**config.mk**
```make
export PLATFORM = sky130hd
export DESIGN_NAME = tx_fc_gate
export DESIGN_NICKNAME = d
export VERILOG_FILES = /design/src/rtl/tx_fc_gate.sv
export SDC_FILE = /design/constraint.sdc
export NUM_CORES = 1
export LEC_CHECK = 0
export BUFFER_PORTS_ARGS = -buffer_cell sky130_fd_sc_hd__buf_2
export CORE_AREA = 8 8 201 203
export CTS_BUF_LIST = sky130_fd_sc_hd__clkbuf_2 sky130_fd_sc_hd__clkbuf_4 sky130_fd_sc_hd__clkbuf_8
export CTS_CLUSTER_DIAMETER = 60
export DETAILED_ROUTE_END_ITERATION = 6
export DIE_AREA = 0 0 209 211
export REMOVE_ABC_BUFFERS = 1
export SYNTH_ARGS = -nofsm -noshare
export SYNTH_HDL_FRONTEND = slang
export SYNTH_SLANG_ARGS = --single-unit
```
**constraint.sdc**
```tcl
create_clock -name tx_frame_clk -period 1.92 [get_ports tx_frame_clk]
set_input_delay 0.384 -clock tx_frame_clk [delete_from_list [all_inputs] [get_ports tx_frame_clk]]
set_output_delay 0.384 -clock tx_frame_clk [all_outputs]
set_load 0.02 [all_outputs]
```
**src/rtl/tx_fc_gate.sv**
```systemverilog
// TX flow-control gate: stalls the user stream toward the framer while the link partner requests pause.
// Build option TX_FC_PKT_BOUNDARY_EN defers each pause to the next packet boundary (adds DRAIN state).
module tx_fc_gate #(
  parameter int DWIDTH        = 256,
  parameter int PAUSE_TIMEOUT = 4096,
  parameter int RESUME_DELAY  = 4,
  parameter int CNT_WIDTH     = 16
) (
  input  logic                 tx_frame_clk,
  input  logic                 rst,
  input  logic                 remote_fc,
  input  logic [DWIDTH-1:0]    s_axis_tdata,
  input  logic                 s_axis_tvalid,
  input  logic                 s_axis_tlast,
  output logic                 s_axis_tready,
  output logic [DWIDTH-1:0]    m_axis_tdata,
  output logic                 m_axis_tvalid,
  output logic                 m_axis_tlast,
  input  logic                 m_axis_tready,
  output logic                 paused,
  output logic                 fc_timeout,
  output logic [CNT_WIDTH-1:0] pause_cnt
);

  localparam int TW = $clog2(PAUSE_TIMEOUT + 1);
  localparam int RW = (RESUME_DELAY > 0) ? $clog2(RESUME_DELAY + 1) : 1;
  localparam logic [TW-1:0] TMAX  = TW'(PAUSE_TIMEOUT);
  localparam logic [RW-1:0] RLOAD = RW'(RESUME_DELAY);

  typedef enum logic [1:0] {
    ST_RUN,
    ST_DRAIN,
    ST_PAUSED,
    ST_RESUME_WAIT
  } state_t;

  state_t        state;
  logic          fc_q;
  logic          gate_open;
  logic [TW-1:0] tcnt;
  logic [RW-1:0] rcnt;

  function automatic logic [CNT_WIDTH-1:0] sat_inc(input logic [CNT_WIDTH-1:0] v);
    return (v == '1) ? v : v + 1'b1;
  endfunction

  assign gate_open     = (state == ST_RUN) || (state == ST_DRAIN);
  assign m_axis_tdata  = s_axis_tdata;
  assign m_axis_tlast  = s_axis_tlast;
  assign m_axis_tvalid = s_axis_tvalid & gate_open;
  assign s_axis_tready = m_axis_tready & gate_open;

`ifdef TX_FC_PKT_BOUNDARY_EN
  logic xfer;
  logic in_pkt;

  assign xfer = s_axis_tvalid & s_axis_tready;

  always_ff @(posedge tx_frame_clk) begin
    if (rst) begin
      in_pkt <= 1'b0;
    end else if (xfer) begin
      in_pkt <= ~s_axis_tlast;
    end
  end
`endif

  // NOTE: all sequential state uses non-blocking assignments so every register
  // samples pre-edge values; a later assignment in the block overrides an earlier one.
  always_ff @(posedge tx_frame_clk) begin
    if (rst) begin
      state      <= ST_RUN;
      fc_q       <= 1'b0;
      paused     <= 1'b0;
      fc_timeout <= 1'b0;
      pause_cnt  <= '0;
      tcnt       <= '0;
      rcnt       <= '0;
    end else begin
      fc_q <= remote_fc;

      // Pause-duration timer runs in both closed states and saturates.
      if (!gate_open && tcnt != TMAX) begin
        tcnt <= tcnt + 1'b1;
        if (tcnt == TMAX - 1'b1) fc_timeout <= 1'b1;
      end

      case (state)
        ST_RUN: begin
          if (fc_q) begin
`ifdef TX_FC_PKT_BOUNDARY_EN
            if (in_pkt || (xfer && !s_axis_tlast)) begin
              state <= ST_DRAIN;
            end else begin
              state     <= ST_PAUSED;
              paused    <= 1'b1;
              pause_cnt <= sat_inc(pause_cnt);
            end
`else
            state     <= ST_PAUSED;
            paused    <= 1'b1;
            pause_cnt <= sat_inc(pause_cnt);
`endif
          end
        end

`ifdef TX_FC_PKT_BOUNDARY_EN
        ST_DRAIN: begin
          if (!fc_q) begin
            state <= ST_RUN;
            tcnt  <= '0;
          end else if (xfer && s_axis_tlast) begin
            state     <= ST_PAUSED;
            paused    <= 1'b1;
            pause_cnt <= sat_inc(pause_cnt);
          end
        end
`endif

        ST_PAUSED: begin
          if (!fc_q) begin
            if (RESUME_DELAY == 0) begin
              state  <= ST_RUN;
              paused <= 1'b0;
              tcnt   <= '0;
            end else begin
              state <= ST_RESUME_WAIT;
              rcnt  <= RLOAD;
            end
          end
        end

        ST_RESUME_WAIT: begin
          if (fc_q) begin
            state <= ST_PAUSED;
          end else if (rcnt == RW'(1)) begin
            state  <= ST_RUN;
            paused <= 1'b0;
            tcnt   <= '0;
          end else begin
            rcnt <= rcnt - 1'b1;
          end
        end

        default: begin
          state  <= ST_RUN;
          paused <= 1'b0;
          tcnt   <= '0;
        end
      endcase
    end
  end

endmodule

```
==> run_results.csv <==
group,metric,value,unit
pwr,vdd_drop_max,0.204,mV
logic_synthesis,synth_top_family_by_area,"buffers and inverters",
logic_synthesis,ys_ff_latch,37,
timing,fin_crit_sh,0.922,
global_routing,grtUsageTotal,0.339,
clock_network,clk_pin_slew_worst_paths,0.09,ns
global_routing,grt-ovfl-total,0,
min_path,hp-class,"primary input to flop",
timing,slew-limit-headroom,0.663,
logic_synthesis,synth_top_area_share,0.508,
die,core_area,0.0371,mm²
clock_network,ctsHoldBuffers,0,
layout,fin_nets,527,
worst_setup_path,path_class,"flop to flop",
timing,slew_viol_final,0,
place,pre_cts_slack,0.142,ns
layout,diodes,0,
place,post-dp-hpwl,75600,µm
clock_network,cts_buffer_depth,2,
logic_synthesis,synthesis.area,0.00380,mm²
drt,drc,0,
timing,tns,0,ns
worst_setup_path,cp_common_cell,"buf_4",
run_status,status,"completed",
logic_synthesis,async_flop_share,0,
place,portBuffers,24,
timing,fin_skew,0.00768,ns
drt,drt_iter0_markers,382,
logic_synthesis,ys_top_cells_by_count,"buf_4 (257), dfxtp_1 (37), nor2_1 (27)",
logic_synthesis,synth_fa_ha_area_frac,0.0165,
drt,drtPass1Iterations,4,
worst_setup_path,start_kind,"flop",
global_routing,grt_max_degree,16,
layout,final_cells,735,
logic_synthesis,avgSynthCellArea,8.07,µm²
global_routing,antenna_found_initial,0,
pwr,p_per_area,544,mW/mm²
job,cap_viol_max_count,0,
place,globalplace.congestion,1.41,
timing,fmax,565,MHz
worst_setup_path,cp_top_family,"simple AND/OR/NAND/NOR gates",
logic_synthesis,synthXorXnorAreaFrac,0.0207,
logic_synthesis,synthTopCellsByArea,"buf_4 (51%), dfxtp_1 (19%), mux2_2 (2.7%), nor2_1 (2.7%), ha_1 (1.6%)",
clock_network,cts_tree,"yes",
die,ios,539,
logic_synthesis,ys_seq_area_frac,0.195,
layout,final_cell_area,0.00281,mm²
drt,vias,2987,
logic_synthesis,yosysWarnings,0,
logic_synthesis,synthCells,471,
die,fp.dieH,211,µm
layout,syn_to_final_growth,-26.0,%
drt,vias_per_cell,4.06,
logic_synthesis,synth-simple-area-share,0.150,
clock_network,cts_made_buffers,5,
drt,routedWlPerCell,105,µm
timing,setup_viol,0,
layout,drive_gt1_frac,0.249,
logic_synthesis,synth_most_common_cell,"buf_4",
timing,period_needed,1.77,ns
worst_setup_path,crit_buf_inv,2,
worst_setup_path,critPathMaxFanout,6,
logic_synthesis,synthMuxAreaShare,0.0319,
die,initial_core_util,0.102,
global_routing,grt_pass1_wl,83900,µm
clock_network,clkLatencyLatePin,0.31,ns
place,dp_cells,727,
logic_synthesis,synth_compound_area_frac,0.0612,
logic_synthesis,synth_top_area_cell,"buf_4",
logic_synthesis,yosysUniqueCellTypes,44,
clock_network,htreeDepth,2,
worst_setup_path,critPathRequiredTime,2.12,ns
worst_setup_path,slowest_stage,"dfxtp_1",
global_routing,grt_pass1_vias,2556,
die,design.die.area,0.0441,mm²
timing,timing.hold.ws,0.355,ns
timing,hold_viol_final,0,
clock_network,cts-root-buf,"clkbuf_8",
drt,drt-total-wl,77500,µm
timing,worst_slew_pin_slew,0.500,ns
clock_network,cts.repair.resized,0,
worst_setup_path,end_kind,"flop",
clock_network,post_cts.repair.setup_buffers,0,
timing,timing.final.ws_setup,0.149,ns
worst_setup_path,path_cells,"nor3b_4, buf_4, nand4_1, buf_4, nor3b_1, mux2_2",
drt,ant_nets,0,
die,die_w,209,µm
pwr,power.leakage,0.912,nW
clock_network,cts_sinks,37,
timing,rsz0062_at_grt,"no",
worst_setup_path,arrival,1.97,ns
logic_synthesis,ys.flop_type,"dfxtp_1",
worst_setup_path,critPathMaxStageDelay,0.38,ns
place,placed_cell_area,0.00272,mm²
logic_synthesis,synth_edf_count,0,
die,rows,71,
## metrics by stage
stage            util  power (mW)
2_1_floorplan       -       0.871
4_1_cts        0.0757        1.55
5_1_grt        0.0757        1.59
6_report       0.0757        1.53
3_5_place_dp   0.0733       0.931
3_3_place_gp   0.0733       0.931
## power breakdown
group | leakage [nW] | switching [mW] | total, mW | internal (mW)
clock | 0.0445 | 0.358 | 0.617 | 0.259
sequential | 0.299 | 0.0129 | 0.792 | 0.779
combinational | 0.568 | 0.0713 | 0.120 | 0.0487
total | 0.912 | 0.442 | 1.53 | 1.09
## layout make-up
cell class	count	area, µm²
Clock buffer	5	68.8
Clock inverter	3	21.3
Fill cell	4367	34300
Inverter	10	37.5
Multi-Input combinational cell	162	1070
Sequential cell	37	741
Tap cell	474	593
Timing Repair Buffer	44	283
## per-layer routing
| metal | global-route usage | vias to the layer above | share of wire |
|---|---|---|---|
| met3 | 0.499 | 162 | 0.29 |
| met2 | 0.568 | 785 | 0.47 |
| li1 | - | 853 | - |
| met1 | 0.0769 | 1157 | 0.095 |
| met4 | 0.330 | 30 | 0.13 |
| met5 | 0.226 | - | 0.018 |
## registers in the layout, indices dropped and copies added (netlist names)
register and flops:
fc_q 1, fc_timeout 1, pause_cnt 16, paused 1, rcnt 3, state 2
tcnt 13
## final timing paths
| path | from | end | slack, ns | depth (start not counted) |
|---|---|---|---|---|
| worst max-delay path | fc_q | pause_cnt[9] | 0.15 | 6 |
| worst min-delay path | remote_fc | fc_q | 0.35 | 2 |
| worst max register to register | fc_q | pause_cnt[9] | 0.15 | 6 |
| worst min register to register | fc_timeout | fc_timeout | 0.45 | 2 |
## layout by cell type, fill, tap and decap left out, types with 6 or more instances in the layout
| master | instances |
|---|---|
| mux2_2 | 9 |
| nand2_1 | 10 |
| dfxtp_1 | 37 |
| nand4_1 | 9 |
| nor3_1 | 8 |
| nand3_1 | 6 |
| a21oi_1 | 12 |
| buf_4 | 19 |
| inv_1 | 10 |
| buf_2 | 24 |
| nor2b_1 | 10 |
| nor2_1 | 27 |
## cells by family after synthesis
logic type,after synthesis
AOI/OAI and AO/OA,36
muxes,11
and+or+nand+nor,101
DFF,37
adders and majority gates,5
buffers and inverters,272
xor gates and xnor gates,9
No activity file was read; power rests on OpenSTA's default activity.
